==> src/rtl/car_sprite_arbiter_if.sv <==
// rtl/car_sprite_arbiter_if.sv - request, ROM and response signals of the car sprite arbiter
interface car_sprite_arbiter_if #(
    parameter int DATA_W = 12
);
    logic              req0_valid;
    logic              req0_ready;
    logic [8:0]        req0_degree;
    logic [9:0]        req0_x;
    logic [9:0]        req0_y;
    logic              req1_valid;
    logic              req1_ready;
    logic [8:0]        req1_degree;
    logic [9:0]        req1_x;
    logic [9:0]        req1_y;
    logic              rom_en;
    logic [16:0]       rom_addr;
    logic [DATA_W-1:0] rom_data;
    logic              rsp0_valid;
    logic [DATA_W-1:0] rsp0_pixel;
    logic              rsp1_valid;
    logic [DATA_W-1:0] rsp1_pixel;

    modport slave (
        input  req0_valid, req0_degree, req0_x, req0_y,
        input  req1_valid, req1_degree, req1_x, req1_y,
        output req0_ready, req1_ready,
        output rom_en, rom_addr,
        input  rom_data,
        output rsp0_valid, rsp0_pixel, rsp1_valid, rsp1_pixel
    );

    modport master (
        output req0_valid, req0_degree, req0_x, req0_y,
        output req1_valid, req1_degree, req1_x, req1_y,
        input  req0_ready, req1_ready,
        input  rom_en, rom_addr,
        output rom_data,
        input  rsp0_valid, rsp0_pixel, rsp1_valid, rsp1_pixel
    );
endinterface

==> src/rtl/car_sprite_arbiter.sv <==
// rtl/car_sprite_arbiter.sv - round-robin sharing of the car sprite ROM between two renderers
module car_sprite_arbiter #(
    parameter int                DATA_W      = 12,
    parameter int                ROM_LAT     = 1,
    parameter logic [DATA_W-1:0] TRANSPARENT = '0
) (
    input  logic               clk,
    input  logic               rst_n,
    car_sprite_arbiter_if.slave bus
);
    localparam int DEPTH = 1 + ROM_LAT;
    // Upper-exclusive heading thresholds, frame 0 in the low 9 bits.
    localparam logic [134:0] THR = {
        9'd338, 9'd315, 9'd293, 9'd270, 9'd248, 9'd225, 9'd203, 9'd180,
        9'd158, 9'd135, 9'd113, 9'd90,  9'd68,  9'd45,  9'd23
    };

    logic              last_grant_q, last_grant_d;
    logic              rom_en_q, rom_en_d;
    logic [16:0]       rom_addr_q, rom_addr_d;
    logic [DEPTH-1:0]  pv_q, pv_d;
    logic [DEPTH-1:0]  pid_q, pid_d;
    logic [DEPTH-1:0]  poor_q, poor_d;
    logic [DATA_W-1:0] pix0_q, pix0_d;
    logic [DATA_W-1:0] pix1_q, pix1_d;

    logic              gnt0, gnt1, gnt_any;
    logic [8:0]        sel_deg;
    logic [9:0]        sel_x, sel_y;
    logic [3:0]        idx;
    logic [19:0]       y20, f20, addr_full;
    logic              oor;
    logic              rsp0_valid, rsp1_valid;
    logic [DATA_W-1:0] rsp_pix;

    always_comb begin
        gnt0    = bus.req0_valid & (~bus.req1_valid | last_grant_q);
        gnt1    = bus.req1_valid & ~gnt0;
        gnt_any = gnt0 | gnt1;
        sel_deg = gnt1 ? bus.req1_degree : bus.req0_degree;
        sel_x   = gnt1 ? bus.req1_x : bus.req0_x;
        sel_y   = gnt1 ? bus.req1_y : bus.req0_y;

        idx = 4'd15;
        for (int i = 14; i >= 0; i--) begin
            if (sel_deg < THR[i*9 +: 9]) idx = 4'(i);
        end

        // y*600 = y*(512+64+16+8), frame column*75 = f*(64+8+2+1)
        y20 = {10'd0, sel_y};
        f20 = {17'd0, idx[2:0]};
        addr_full = (idx[3] ? 20'd45000 : 20'd0)
                  + (y20 << 9) + (y20 << 6) + (y20 << 4) + (y20 << 3)
                  + (f20 << 6) + (f20 << 3) + (f20 << 1) + f20
                  + {10'd0, sel_x};
        // Bits above 16 can only be set by coordinates that are already out of range.
        oor = (sel_x > 10'd74) | (sel_y > 10'd74) | (|addr_full[19:17]);

        last_grant_d = gnt_any ? gnt1 : last_grant_q;
        rom_en_d     = gnt_any & ~oor;
        rom_addr_d   = rom_en_d ? addr_full[16:0] : rom_addr_q;
        pv_d         = {pv_q[DEPTH-2:0], gnt_any};
        pid_d        = {pid_q[DEPTH-2:0], gnt1};
        poor_d       = {poor_q[DEPTH-2:0], oor};

        rsp0_valid = pv_q[DEPTH-1] & ~pid_q[DEPTH-1];
        rsp1_valid = pv_q[DEPTH-1] &  pid_q[DEPTH-1];
        rsp_pix    = poor_q[DEPTH-1] ? TRANSPARENT : bus.rom_data;
        pix0_d     = rsp0_valid ? rsp_pix : pix0_q;
        pix1_d     = rsp1_valid ? rsp_pix : pix1_q;
    end

    always_ff @(posedge clk or negedge rst_n) begin
        if (!rst_n) begin
            last_grant_q <= 1'b1;
            rom_en_q     <= 1'b0;
            rom_addr_q   <= '0;
            pv_q         <= '0;
            pid_q        <= '0;
            poor_q       <= '0;
            pix0_q       <= '0;
            pix1_q       <= '0;
        end else begin
            last_grant_q <= last_grant_d;
            rom_en_q     <= rom_en_d;
            rom_addr_q   <= rom_addr_d;
            pv_q         <= pv_d;
            pid_q        <= pid_d;
            poor_q       <= poor_d;
            pix0_q       <= pix0_d;
            pix1_q       <= pix1_d;
        end
    end

    assign bus.req0_ready = gnt0;
    assign bus.req1_ready = gnt1;
    assign bus.rom_en     = rom_en_q;
    assign bus.rom_addr   = rom_addr_q;
    assign bus.rsp0_valid = rsp0_valid;
    assign bus.rsp1_valid = rsp1_valid;
    assign bus.rsp0_pixel = pix0_d;
    assign bus.rsp1_pixel = pix1_d;
endmodule

==> src/flat_wrapper.sv <==
// flat-port wrapper written by rule: the top's interface ports become plain ports
module car_sprite_arbiter_flat 
#(
    parameter int                DATA_W      = 12,
    parameter int                ROM_LAT     = 1,
    parameter logic [DATA_W-1:0] TRANSPARENT = '0
)
  (clk, rst_n, bus_req0_valid, bus_req0_degree, bus_req0_x, bus_req0_y, bus_req1_valid, bus_req1_degree, bus_req1_x, bus_req1_y, bus_req0_ready, bus_req1_ready, bus_rom_en, bus_rom_addr, bus_rom_data, bus_rsp0_valid, bus_rsp0_pixel, bus_rsp1_valid, bus_rsp1_pixel);
  car_sprite_arbiter_if #(.DATA_W(DATA_W)) bus_i ();
  input  logic clk;
  input  logic rst_n;
  input wire logic [$bits(bus_i.req0_valid)-1:0] bus_req0_valid;
  input wire logic [$bits(bus_i.req0_degree)-1:0] bus_req0_degree;
  input wire logic [$bits(bus_i.req0_x)-1:0] bus_req0_x;
  input wire logic [$bits(bus_i.req0_y)-1:0] bus_req0_y;
  input wire logic [$bits(bus_i.req1_valid)-1:0] bus_req1_valid;
  input wire logic [$bits(bus_i.req1_degree)-1:0] bus_req1_degree;
  input wire logic [$bits(bus_i.req1_x)-1:0] bus_req1_x;
  input wire logic [$bits(bus_i.req1_y)-1:0] bus_req1_y;
  output wire logic [$bits(bus_i.req0_ready)-1:0] bus_req0_ready;
  output wire logic [$bits(bus_i.req1_ready)-1:0] bus_req1_ready;
  output wire logic [$bits(bus_i.rom_en)-1:0] bus_rom_en;
  output wire logic [$bits(bus_i.rom_addr)-1:0] bus_rom_addr;
  input wire logic [$bits(bus_i.rom_data)-1:0] bus_rom_data;
  output wire logic [$bits(bus_i.rsp0_valid)-1:0] bus_rsp0_valid;
  output wire logic [$bits(bus_i.rsp0_pixel)-1:0] bus_rsp0_pixel;
  output wire logic [$bits(bus_i.rsp1_valid)-1:0] bus_rsp1_valid;
  output wire logic [$bits(bus_i.rsp1_pixel)-1:0] bus_rsp1_pixel;
  assign bus_i.req0_valid = bus_req0_valid;
  assign bus_i.req0_degree = bus_req0_degree;
  assign bus_i.req0_x = bus_req0_x;
  assign bus_i.req0_y = bus_req0_y;
  assign bus_i.req1_valid = bus_req1_valid;
  assign bus_i.req1_degree = bus_req1_degree;
  assign bus_i.req1_x = bus_req1_x;
  assign bus_i.req1_y = bus_req1_y;
  assign bus_req0_ready = bus_i.req0_ready;
  assign bus_req1_ready = bus_i.req1_ready;
  assign bus_rom_en = bus_i.rom_en;
  assign bus_rom_addr = bus_i.rom_addr;
  assign bus_i.rom_data = bus_rom_data;
  assign bus_rsp0_valid = bus_i.rsp0_valid;
  assign bus_rsp0_pixel = bus_i.rsp0_pixel;
  assign bus_rsp1_valid = bus_i.rsp1_valid;
  assign bus_rsp1_pixel = bus_i.rsp1_pixel;
  car_sprite_arbiter #(.DATA_W(DATA_W), .ROM_LAT(ROM_LAT), .TRANSPARENT(TRANSPARENT)) u_core (.clk(clk), .rst_n(rst_n), .bus(bus_i));
endmodule
==> config.mk <==
export PLATFORM = sky130hd
export DESIGN_NAME = car_sprite_arbiter_flat
export DESIGN_NICKNAME = d
export VERILOG_FILES = /design/src/rtl/car_sprite_arbiter_if.sv /design/src/rtl/car_sprite_arbiter.sv /design/src/flat_wrapper.sv
export SDC_FILE = /design/constraint.sdc
export NUM_CORES = 1
export LEC_CHECK = 0
export ABC_CLOCK_PERIOD_IN_PS = 8600
export CORE_MARGIN = 2
export CORE_UTILIZATION = 51
export DETAILED_ROUTE_END_ITERATION = 16
export PLACE_DENSITY = 0.79
export SLEW_MARGIN = 20
export SYNTH_ARGS = -nofsm -noshare
export SYNTH_HDL_FRONTEND = slang
export SYNTH_SLANG_ARGS = --single-unit
==> constraint.sdc <==
create_clock -name clk -period 8.6 [get_ports clk]
set_clock_uncertainty 0.15 [all_clocks]
set_input_delay 1.29 -clock clk [delete_from_list [all_inputs] [get_ports clk]]
set_output_delay 1.29 -clock clk [all_outputs]
set_load 0.005 [all_outputs]
* Yosys cells after proc, flatten, opt, wreduce, memory -nomap -nowiden
Cells that the tools add are included.
Word-level totals: register bits after elaboration 49, input port bits 74, word-level logic and storage cells 70
Operators by class: $add $sub $neg 9, $lt $le $gt $ge 17, muxes and demuxes 22, bitwise operators 13, reduce and logical (&&, ||, !) cells 1
Operator list (count):
- $mux 4 | 14
- $lt 9x8->1 const B | 6
- $lt 9x9->1 const B | 4
- $mux 12 | 3
- $lt 9x7->1 const B | 3
- $add 20x10->20 | 1
- $add 20x13->20 | 1
- $add 20x14->20 | 1
- $add 20x16->20 | 1
- $add 20x19->20 | 1
- $add 20x3->20 | 1
- $add 20x4->20 | 1
- $add 20x6->20 | 1
- $add 20x9->20 | 1
- $gt 10x7->1 const B | 2
- $mux 10 | 2
- $mux 16 | 1
- $lt 9x5->1 const B | 1
- $lt 9x6->1 const B | 1
- $mux 9 | 1
- $and 1x1->1 | 5
- $not 1->1 | 4
- $or 1x1->1 | 4
- $reduce_or 3->1 | 1
- $mux 1 | 1

* Depth between registers and ports, before layout
Gate-level depths: netlist (run 1).
depth after elaboration 36, depth in mapped cells 24

* Worst setup path after synthesis (run 1)
Ideal clock, no wire load.
kind input -> register, start input port bus_req1_valid, end register u_core.rom_addr_q[10], in the netlist u_core.bus.rom_addr[10], arrival time 7205 ps, setup slack 1120 ps, stages 23, buffers on the path 4, path through a21bo_2 -> buf_6 -> inv_2 -> buf_2 -> clkbuf_1 -> nor4_1 -> nor2_1 -> nand2_1 -> o21ai_0 -> o21ai_0 -> fa_1 -> inv_1 -> fa_1 -> inv_1 -> fa_1 -> ha_1 -> a211o_1 -> o221ai_1 -> o31ai_2 -> a211o_1 -> a2111oi_4 -> buf_6 -> mux2_4
On the way: word-level cells in the longest chain between the ends 34, elaborated cells on any way between the ends 56, classes of those cells 9 x add/sub; 17 x order compare; 19 x mux; 10 x bitwise; 1 x reduce/logical
Ends and longest elaborated chain:
- from (decl) | line flat_wrapper.sv:16 | input wire logic [$bits(bus_i.req1_valid)-1:0] bus_req1_valid;
- $not 1->1 | line car_sprite_arbiter.sv:37 | gnt0 = bus.req0_valid & (~bus.req1_valid | last_grant_q);
- $or 1x1->1 | line car_sprite_arbiter.sv:37
- $and 1x1->1 | line car_sprite_arbiter.sv:37
- $not 1->1 | line car_sprite_arbiter.sv:38 | gnt1 = bus.req1_valid & ~gnt0;
- $and 1x1->1 | line car_sprite_arbiter.sv:38
- $mux 9 | line car_sprite_arbiter.sv:40 | sel_deg = gnt1 ? bus.req1_degree : bus.req0_degree;
- $lt 9x9->1 | line car_sprite_arbiter.sv:46 | if (sel_deg < THR[i*9 +: 9]) idx = 4'(i);
- $mux 4 (13 in series) | line car_sprite_arbiter.sv:46
- (+6 left out)
- $add 20x6->20 | line car_sprite_arbiter.sv:54 | + (f20 << 6) + (f20 << 3) + (f20 << 1) + f20
- $add 20x4->20 | line car_sprite_arbiter.sv:54
- $add 20x3->20 | line car_sprite_arbiter.sv:54
- $add 20x10->20 | line car_sprite_arbiter.sv:55 | + {10'd0, sel_x};
- $reduce_or 3->1 | line car_sprite_arbiter.sv:57 | oor = (sel_x > 10'd74) | (sel_y > 10'd74) | (|addr_full[19:17]);
- $or 1x1->1 | line car_sprite_arbiter.sv:57
- $not 1->1 | line car_sprite_arbiter.sv:60 | rom_en_d = gnt_any & ~oor;
- $and 1x1->1 | line car_sprite_arbiter.sv:60
- to (signal assigned) | line car_sprite_arbiter.sv:86 | rom_addr_q <= rom_addr_d;
- to (decl) | line car_sprite_arbiter.sv:20 | logic [16:0] rom_addr_q, rom_addr_d;
Parallel ways exist; a longest one is shown, timed or not. A chain may end at the register's enable or synchronous reset.

* Worst setup path in the final report (run 1)
start input port bus_req1_valid, end register u_core.rom_addr_q[4], in the netlist u_core.bus.rom_addr[4]
Same word-level chain as after synthesis.

==> summary.txt, run 1 <==
Clock tree
  • Clock Path Buffers: 2
  • TritonCTS clock tree: done
  • Number of buffers created by CTS: 5
  • H-tree Lvls: 2
  • Root Buffer: clkbuf_8
  • CTS Hold Bufs: 0
  • Post-CTS Setup Bufs: 0
  • Reg clk slew, reported paths: 90 ps
  • Post-CTS sizing: 0
  • Clk_lat worst skew: 300 ps
  • CTS sink cnt: 49

Drt
  • Initial DRC count: 196
  • DR pass1 iterations: 6
  • WL final: 12720 microns
  • Avg Vias per Cell: 5.595
  • DRC errors left: 0
  • Antenna viol nets, final: 0
  • Via count: 4241
  • Per-cell routed wire length: 16.78 microns

Place
  • Placed Instances: 750
  • Placer Congestion: 0.9023
  • Pre-CTS setup slack: 313.8 ps
  • Detailed Place HPWL: 10470 microns
  • Input/output buffers: 119

Global route
  • Met1 GRT Util: 0.3370
  • Vias in the first global route: 4257
  • Number of antenna violations at the first check in global routing: 0
  • First-pass GRT wire length: 20670 microns
  • GR Util met3: 0.02394
  • GRT Max-Usage Layer: met2
  • Overall Global Routing Usage: 0.2508
  • GR Util met2: 0.4448
  • Largest net degree at the start of global routing: 50
  • GRT Residual Overflow: 0

Die
  • Site Rows: 35
  • Die Width: 101.8 microns
  • Core area: 0.009284 sq mm
  • Die Y: 101.8 microns
  • Starting density of the core: 0.5257
  • Io pins: 120
  • Die area: 0.01037 sq mm

Setup path
  • Worst r2r dst: u_core.bus.rom_addr[4]
  • Required time of the critical path: 8640 ps
  • Crit Path Max Fanout: 34
  • Worst setup endpoint: u_core.bus.rom_addr[4]
  • Class of the most critical setup path: in2reg
  • Crit end category: flop
  • Reg2Reg Depth: 20
  • R2R Setup Slk: 1670 ps
  • Worst R2R Start: u_core.last_grant_q
  • Arrival @ worst endpoint: 8100 ps
  • Crit path from: bus_req1_valid
  • Worst Setup Start Kind: primary input

Finish
  • Post-layout instance count excluding filler cells: 758
  • Area growth syn-to-layout: 29.12%
  • Post-layout nets: 779
  • Fraction of layout instances using a drive strength above 1: 0.08108
  • N_diodes: 0

Synth
  • Ys Warns: 0
  • Post-synth EDFFs: 0
  • Post-Synthesis Cells: 516
  • Post-synth cell types: 62
  • Synth Cell Area: 0.004881 sq mm
  • Ys flop type: dfrtp_1
  • Ys async rst share: 1.000
  • Syn Area/Cell: 9.459 sq um
  • Post-Syn Nets: 667
  • FF+latch count, synth: 49
  • Sequential area share after synthesis: 0.2515

Worst hold path
  • Min-Delay Path Class: reg2reg

Pwr
  • Pwr/cell area: 268.5 mW/mm^2
  • Leakage: 2.821 nW
  • Maximum VDD drop: 0.2370 mV

Job
  • Max-capacitance violation count: 0

STA
  • Final setup TNS: 0 ps
  • Slew HR: 0.4765
  • Crit share post-route: 0.9376
  • Final number of setup-violating endpoints: 0
  • Max Slew Vio Count: 0
  • Worst Slack Setup Final: 536.9 ps
  • RSZ-0062 raised after global routing: false
  • Max Clk Rate: 124.0 MHz
  • Final hold violations: 0
  • Slew @ Worst Pin: 763.4 ps
  • Clock period minus worst slack: 8063 ps

Status
  • Status: completed
-- worst min-delay path by stage --
stage,startpoint,endpoint,slack [ps],depth (start not counted)
final,u_core.pid_q[0],u_core.pid_q[1],210,0
after global routing,u_core.poor_q[0],u_core.poor_q[1],220,0
after detailed placement,u_core.pid_q[0],u_core.pid_q[1],190,0
after global placement,u_core.pid_q[0],u_core.pid_q[1],180,0
after CTS,u_core.pid_q[0],u_core.pid_q[1],210,0
after floorplan,u_core.pid_q[0],u_core.pid_q[1],180,0
-- through the flow --
stage	total power [mW]	hold slack, ps	instance area (sq um)	util
2_1_floorplan	1.190	181.2	4881	-
3_3_place_gp	1.474	182.1	6180	0.6656
3_5_place_dp	1.515	191.0	6180	0.6656
4_1_cts	1.700	211.5	6300	0.6786
5_1_grt	1.874	218.3	6302	0.6788
6_report	1.692	206.2	6302	0.6788
-- cells in the mapped netlist (all sizes together), types with 4 or more instances --
cell type	number	area [sq um]
a21o	4	30.03
a21oi	19	95.09
buf	10	56.30
clkbuf	10	37.54
dfrtp	48	1201
fa	37	740.7
ha	40	500.5
inv	49	183.9
mux2	24	311.5
mux2i	18	180.2
nand2	72	270.3
nand2b	14	87.58
nand3	6	30.03
nand3b	5	37.54
nor2	17	63.81
nor3	18	90.09
nor4	8	65.06
nor4b	5	43.79
o211ai	4	30.03
o21a	7	53.80
o21ai	37	185.2
xnor2	9	78.83
-- worst max-delay path: stages --
cell	delay [ps]
clkdlybuf4s50_1	510
a21bo_2	320
inv_2	470
mux2_2	450
o221ai_1	250
o21ai_0	150
a311oi_1	360
a211o_1	230
fa_1	440
fa_1	550
inv_1	50
ha_1	290
ha_1	250
fa_1	440
a211oi_1	320
o21ai_0	210
a32oi_1	310
a21oi_1	160
a2111oi_4	310
buf_4	340
mux2_2	380
-- cells in the final DEF (no fill, tap or decap), drive strengths merged, types with 3 or more instances in the layout --
cell and n:
fa 37, o2111ai 3, nor3 18, nor4b 5, o211ai 4, o21bai 3, nor2 17, clkdlybuf4s50 118
nand2 72, nand3b 5, a21oi 19, buf 7, nand2b 14, clkbuf 6, a21o 4, ha 40
dfrtp 48, o21a 7, xnor2 9, a211o 3, nor2b 3, nand3 6, a211oi 3, inv 49
mux2i 18, o21ai 37, mux2 24, nor4 8
-- where the power goes --
part	switching (mW)	internal, mW	total, mW
registers	0.0193	0.261	0.281
clock network	0.0768	0.0946	0.171
logic	0.661	0.579	1.24
total	0.758	0.935	1.69
-- flip-flops by register name (all words and copies together) (netlist names) --
signal / cells
u_core.poor_q: 2
u_core.pv_q: 2
u_core.pid_q: 2
u_core.pix0_q: 12
u_core.bus.rom_en: 1
u_core.pix1_q: 12
u_core.bus.rom_addr: 17
u_core.last_grant_q: 1
-- final cells by class --
| class | count | area (sq um) |
|---|---|---|
| sequential | 49 | 1227 |
| timing repair buffer | 125 | 1234 |
| clock inverter | 2 | 37.54 |
| tap | 129 | 161.4 |
| inverter | 49 | 183.9 |
| fill | 768 | 2982 |
| clock buffer | 6 | 82.58 |
| multi-input combinational | 398 | 3376 |
-- layer usage --
layer  vias up  share of wire  wire, microns
met5         -              0              0
met4         0          0.015            186
met3        17          0.061            778
met2       173           0.48           6072
met1      2015           0.45           5687
li1       2036              -              -
-- cells by family after synthesis --
group                    Yosys count  synth area share
AND/OR/NAND/NOR                  156            0.1582
AO/OA/AOI/OAI                    112            0.1587
adder cells (fa/ha/maj)           77            0.2543
buffers and inverters             69           0.05691
flip-flops                        49            0.2515
multiplexers                      42            0.1007
XOR/XNOR                          11           0.01974
(Power assumes the default switching activity.)
==> run 2: changes to the inputs <==
ABC_CLOCK_PERIOD_IN_PS = 8900   (was 8600)
CORE_MARGIN = 4   (was 2)
clock period = 8.9 ns   (was 8.6 ns; I/O delays follow)
==> summary.txt, run 2 (synthesized netlist as in run 1, its figures left out) <==
Setup path
  • Worst Setup Start Kind: primary input
  • Crit Path Max Fanout: 22 (-35%)
  • Required time of the critical path: 8940 ps (+300 ps)
  • Arrival @ worst endpoint: 8080 ps (-20 ps)
  • Crit end category: flop
  • Class of the most critical setup path: in2reg

Pwr
  • Sequential Power Share: 0.171 (+0.005)
  • Net Sw Frac: 0.4532 (+0.005567)
  • Pwr Total: 1.587 mW (-6.2%)
  • Clock power share: 0.084 (-0.017)
  • Leakage: 2.804 nW (-0.61%)
  • Comb pwr share: 0.745 (+0.012)
  • Pwr/cell area: 253.3 mW/mm^2 (-5.7%)
  • NetSw: 0.7193 mW (-5.0%)
  • Maximum VDD drop: 0.1861 mV (-21%)
  • Internal power: 0.8677 mW (-7.2%)

Place
  • Placer Congestion: 0.9090 (+0.74%)
  • Detailed Place HPWL: 10680 microns (+2.0%)
  • Placed Instances: 749 (-0.13%)
  • Input/output buffers: 119 (unchanged)

Global route
  • GRT Residual Overflow: 0 (unchanged)
  • GRT Max-Usage Layer: met2
  • GR Util met3: 0.04715 (+0.02321)
  • Met1 GRT Util: 0.3075 (-0.02950)
  • GR Util met2: 0.4021 (-0.04274)
  • Overall Global Routing Usage: 0.2340 (-0.01685)
  • Number of antenna violations at the first check in global routing: 0 (unchanged)
  • Vias in the first global route: 4324 (+1.6%)
  • First-pass GRT wire length: 21440 microns (+3.7%)
  • Largest net degree at the start of global routing: 50 (unchanged)

Clock tree
  • CTS sink cnt: 49 (unchanged)
  • TritonCTS clock tree: done
  • Post-CTS Setup Bufs: 0 (unchanged)
  • H-tree Lvls: 2 (unchanged)
  • Reg clk slew, reported paths: 90 ps (about the same)
  • Clk_lat worst skew: 300 ps (about the same)
  • Post-CTS sizing: 0 (unchanged)
  • Clock Path Buffers: 2 (unchanged)
  • Root Buffer: clkbuf_8
  • Number of buffers created by CTS: 5 (unchanged)
  • CTS Hold Bufs: 0 (unchanged)

Finish
  • Post-layout instance count excluding filler cells: 757 (-0.13%)
  • Fraction of layout instances using a drive strength above 1: 0.07962 (-0.001463)
  • Commonest non-fill, non-tap cell in the layout: clkdlybuf4s50_1
  • Commonest non-fill, non-tap cells in the layout: clkdlybuf4s50_1 (118), nand2_1 (72), inv_1 (48), dfrtp_1 (48), ha_1 (40)
  • N_diodes: 0 (unchanged)
  • Max reg flops: 17 (unchanged)
  • Area growth syn-to-layout: 28.35%
  • Post-layout nets: 778 (-0.13%)

Drt
  • Avg Vias per Cell: 5.658 (+1.1%)
  • Via count: 4283 (+0.99%)
  • Antenna viol nets, final: 0 (unchanged)
  • Initial DRC count: 277 (+41%)
  • Per-cell routed wire length: 16.88 microns (+0.56%)
  • WL final: 12780 microns (+0.43%)
  • DR pass1 iterations: 5 (-1)
  • DRC errors left: 0 (unchanged)

Job
  • Max-capacitance violation count: 0 (unchanged)

STA
  • Final number of setup-violating endpoints: 0 (unchanged)
  • RSZ-0062 raised after global routing: false
  • Max Clk Rate: 124.5 MHz
  • Slew HR: 0.4456 (-0.03097)
  • Slew @ Worst Pin: 808.5 ps (+45.16 ps)
  • Crit share post-route: 0.9026
  • Final setup TNS: 0 ps (unchanged)
  • Final hold violations: 0 (unchanged)
  • Max Slew Vio Count: 0 (unchanged)
  • Clock period minus worst slack: 8033 ps
  • Hold WS: 203.6 ps (-2.589 ps)

Die
  • Die Y: 105.8 microns (+3.9%)
  • Core area: 0.009284 sq mm (unchanged)
  • Site Rows: 35 (unchanged)
  • Die Width: 105.8 microns (+3.9%)
  • Io pins: 120 (unchanged)
  • Starting density of the core: 0.5257 (unchanged)
  • Die area: 0.01120 sq mm (+8.0%)

Status
  • Status: completed

Worst hold path
  • Min-Delay Path Class: reg2reg
run 2: layout make-up:
type	count	area, sq um
repair buffers	124	1226
clock inverters	3	21.27
fillers	759	3019
clock buffers	5	68.82
inverters	49	183.9
flip-flops and latches	49	1227
multi-input cells	398	3376
well taps	129	161.4
run 2: final timing paths:
| path | start | to | slack (ps) | depth (start not counted) |
|---|---|---|---|---|
| worst max register to register | u_core.last_grant_q | u_core.bus.rom_addr[2] | 1970 | 20 |
| max in group asynchronous | rst_n | u_core.pix0_q[2] | 7310 | 1 |
| worst max-delay path | bus_req1_valid | u_core.bus.rom_addr[2] | 870 | 22 |
| min in group asynchronous | rst_n | u_core.pix1_q[5] | 880 | 1 |
| worst min-delay path | u_core.pv_q[0] | u_core.pv_q[1] | 200 | 0 |
| worst min register to register | u_core.pv_q[0] | u_core.pv_q[1] | 200 | 0 |
run 2: worst max-delay path, stage by stage:
cell	delay (ps)
clkdlybuf4s50_1	510
a21bo_2	390
inv_2	340
buf_4	270
mux2_2	380
a221oi_1	290
o211ai_1	150
o211ai_1	170
a211o_1	230
fa_1	430
fa_1	550
inv_1	50
ha_1	290
ha_1	250
fa_1	430
a211oi_1	310
o21ai_0	200
a32oi_1	310
a21oi_1	170
a2111oi_4	310
buf_4	330
mux2_2	370
run 2: routing by layer:
layer  vias up  routed length [microns]
met4         0                      178
met1      2031                     5457
li1       2032                        -
met3        18                     1007
met2       202                     6133
met5         -                        0
run 2: power by group through the flow:
stage	clock (mW)	combinational (mW)	sequential [mW]
3_5_place_dp	0	1.18	0.275
2_1_floorplan	0	0.876	0.273
5_1_grt	0.147	1.33	0.276
4_1_cts	0.137	1.19	0.272
6_report	0.133	1.18	0.272
3_3_place_gp	0	1.16	0.274
run 2: per-stage QoR:
step | cell area, sq um | worst slack (ps) | utilization
6_report | 6265 | 866.8 | 0.6748
5_1_grt | 6265 | 408.8 | 0.6748
4_1_cts | 6262 | 924.3 | 0.6745
3_5_place_dp | 6172 | 637.0 | 0.6648
3_3_place_gp | 6172 | 824.7 | 0.6648
2_1_floorplan | 4881 | 1375 | -
==> run 3: changes to the inputs <==
CORE_UTILIZATION = 50   (was 51)
PLACE_DENSITY = 0.78   (was 0.79)
SLEW_MARGIN = 30   (was 20)
==> summary.txt, run 3 (synthesized netlist as in run 1, its figures left out) <==
Clock tree
  • CTS sink cnt: 49 (unchanged)
  • H-tree Lvls: 2 (unchanged)
  • Post-CTS Setup Bufs: 0 (unchanged)
  • CTS Hold Bufs: 0 (unchanged)
  • Post-CTS sizing: 0 (unchanged)
  • TritonCTS clock tree: done
  • Clk_lat worst skew: 300 ps (about the same)
  • Number of buffers created by CTS: 5 (unchanged)
  • Reg clk slew, reported paths: 100 ps (about the same)
  • Root Buffer: clkbuf_8
  • Clock Path Buffers: 2 (unchanged)

Setup path
  • Reg2Reg Depth: 20 (unchanged)
  • Crit end category: flop
  • Worst R2R Start: u_core.last_grant_q
  • Class of the most critical setup path: in2reg
  • Crit Path Max Fanout: 29 (+32%)
  • Required time of the critical path: 8930 ps (about the same)
  • Arrival @ worst endpoint: 8230 ps (+150 ps)
  • Worst r2r dst: u_core.bus.rom_addr[1]
  • R2R Setup Slk: 1710 ps (-260 ps)
  • Worst Setup Start Kind: primary input

Job
  • Max-capacitance violation count: 0 (unchanged)

Worst hold path
  • Min-Delay Path Class: reg2reg
  • Hold Startpoint: u_core.poor_q[0]
  • WHS Endpoint: u_core.poor_q[1]
  • Hold Path Depth: 0 (unchanged)

Drt
  • Wl on met1: 5509 microns (+0.95%)
  • Metal2 WL: 5826 microns (-5.0%)
  • Antenna viol nets, final: 0 (unchanged)
  • WL final: 12630 microns (-1.2%)
  • Avg Vias per Cell: 5.602 (-0.98%)
  • DR pass1 iterations: 6 (+1)
  • Per-cell routed wire length: 16.68 microns (-1.2%)
  • DRC errors left: 0 (unchanged)
  • Met3 wire length: 1055 microns (+4.8%)
  • Initial DRC count: 384 (+39%)
  • Via count: 4241 (-0.98%)
  • Top sig layer: met4

Die
  • Die Y: 106.8 microns (+0.92%)
  • Die area: 0.01141 sq mm (+1.8%)
  • Io pins: 120 (unchanged)
  • Starting density of the core: 0.5208 (-0.004913)
  • Core area: 0.009371 sq mm (+0.94%)
  • Die Width: 106.8 microns (+0.92%)
  • Site Rows: 35 (unchanged)

Finish
  • Max reg flops: 17 (unchanged)
  • Post-layout nets: 778 (unchanged)
  • Fraction of layout instances using a drive strength above 1: 0.07962 (unchanged)
  • N_diodes: 0 (unchanged)
  • Area of the multi-input gates: 0.003376 sq mm (unchanged)
  • Filler cell count: 735 (-3.2%)
  • Register area: 0.001227 sq mm (unchanged)
  • Area growth syn-to-layout: 28.35% (unchanged)
  • Commonest non-fill, non-tap cells in the layout: clkdlybuf4s50_1 (118), nand2_1 (72), inv_1 (48), dfrtp_1 (48), ha_1 (40)
  • Commonest non-fill, non-tap cell in the layout: clkdlybuf4s50_1
  • Fin area: 0.006265 sq mm (unchanged)

Status
  • Status: completed

STA
  • Final number of setup-violating endpoints: 0 (unchanged)
  • Slew @ Worst Pin: 800.7 ps (-7.803 ps)
  • Final setup TNS: 0 ps (unchanged)
  • Clock period minus worst slack: 8195 ps (+161.8 ps)
  • Max Clk Rate: 122.0 MHz (-2.0%)
  • Crit share post-route: 0.9208 (+0.01819)
  • RSZ-0062 raised after global routing: false
  • Worst Slack Setup Final: 705.0 ps (-161.8 ps)
  • Slew HR: 0.4509 (+0.005351)
  • Final hold violations: 0 (unchanged)
  • Max Slew Vio Count: 0 (unchanged)

Global route
  • Vias in the first global route: 4346 (+0.51%)
  • First-pass GRT wire length: 21050 microns (-1.8%)
  • Number of antenna violations at the first check in global routing: 0 (unchanged)
  • GRT Residual Overflow: 0 (unchanged)
  • Largest net degree at the start of global routing: 50 (unchanged)
  • Overall Global Routing Usage: 0.2264 (-0.007581)

Pwr
  • Maximum VDD drop: 0.1595 mV (-14%)
  • Leakage: 2.804 nW (unchanged)
  • Pwr/cell area: 254.7 mW/mm^2 (+0.53%)

Place
  • Pre-CTS setup slack: 492.3 ps (-144.6 ps)
  • Input/output buffers: 119 (unchanged)
  • Detailed Place HPWL: 10510 microns (-1.5%)
  • Placed cell area: 0.006175 sq mm (about the same)
  • Placer Congestion: 0.9213 (+1.4%)
## run 3: cell counts in the layout (fill, tap and decap cells not counted)
Identical to the previous run, type by type.
## run 3: cell type report
type,instances,area share
Clock buffer,5,0.01098
Sequential cell,49,0.1959
Timing Repair Buffer,124,0.1957
Inverter,49,0.02936
Clock inverter,3,0.003395
Multi-Input combinational cell,398,0.5388
Tap cell,129,0.02576
## run 3: stage by stage
step | instances | hold slack [ps] | utilization | total power, mW
after global placement | 749 | 181.7 | 0.6586 | 1.424
after global routing | 757 | 220.7 | 0.6685 | 1.762
final | 757 | 205.6 | 0.6685 | 1.595
after detailed placement | 749 | 184.7 | 0.6589 | 1.462
after floorplan | 516 | 181.2 | - | 1.150
after CTS | 757 | 207.8 | 0.6685 | 1.600
## run 3: power breakdown
part | internal (mW) | total [mW] | switching (mW) | leakage, nW
clock | 0.0558 | 0.131 | 0.0754 | 0.0445
combinational | 0.558 | 1.19 | 0.636 | 2.10
sequential | 0.252 | 0.270 | 0.0177 | 0.658
total | 0.867 | 1.60 | 0.729 | 2.80
## run 3: how the worst max path moves through the flow
stage | slack [ps] | startpoint | endpoint | cells after the start
global route | 240 | bus_req0_valid | u_core.bus.rom_addr[1] | 21
CTS | 810 | bus_req0_valid | u_core.bus.rom_addr[1] | 21
detailed placement | 490 | bus_req1_valid | u_core.bus.rom_addr[1] | 21
global placement | 590 | bus_req1_valid | u_core.bus.rom_addr[1] | 21
finish | 700 | bus_req0_valid | u_core.bus.rom_addr[1] | 21
floorplan | 1380 | bus_req1_valid | u_core.bus.rom_addr[10] | 23
## run 3: per-layer routing
metal | global-route usage | vias up
met5 | 0 | -
met4 | 0.07215 | 0
met1 | 0.2920 | 1986
met2 | 0.3840 | 204
met3 | 0.04395 | 18
li1 | - | 2033
## run 3: critical path: stages
cell and delay (ps):
clkdlybuf4s50_1 510, a21bo_2 550, inv_2 380, nor4b_1 640, nor4_1 120, a32o_1 240
o211ai_1 210, a211o_1 230, fa_1 430, fa_1 540, inv_1 40, ha_1 280
ha_1 250, fa_1 430, a211oi_1 310, o21ai_0 200, a32oi_1 300, a21oi_1 170
a2111oi_4 300, buf_4 340, mux2_2 370
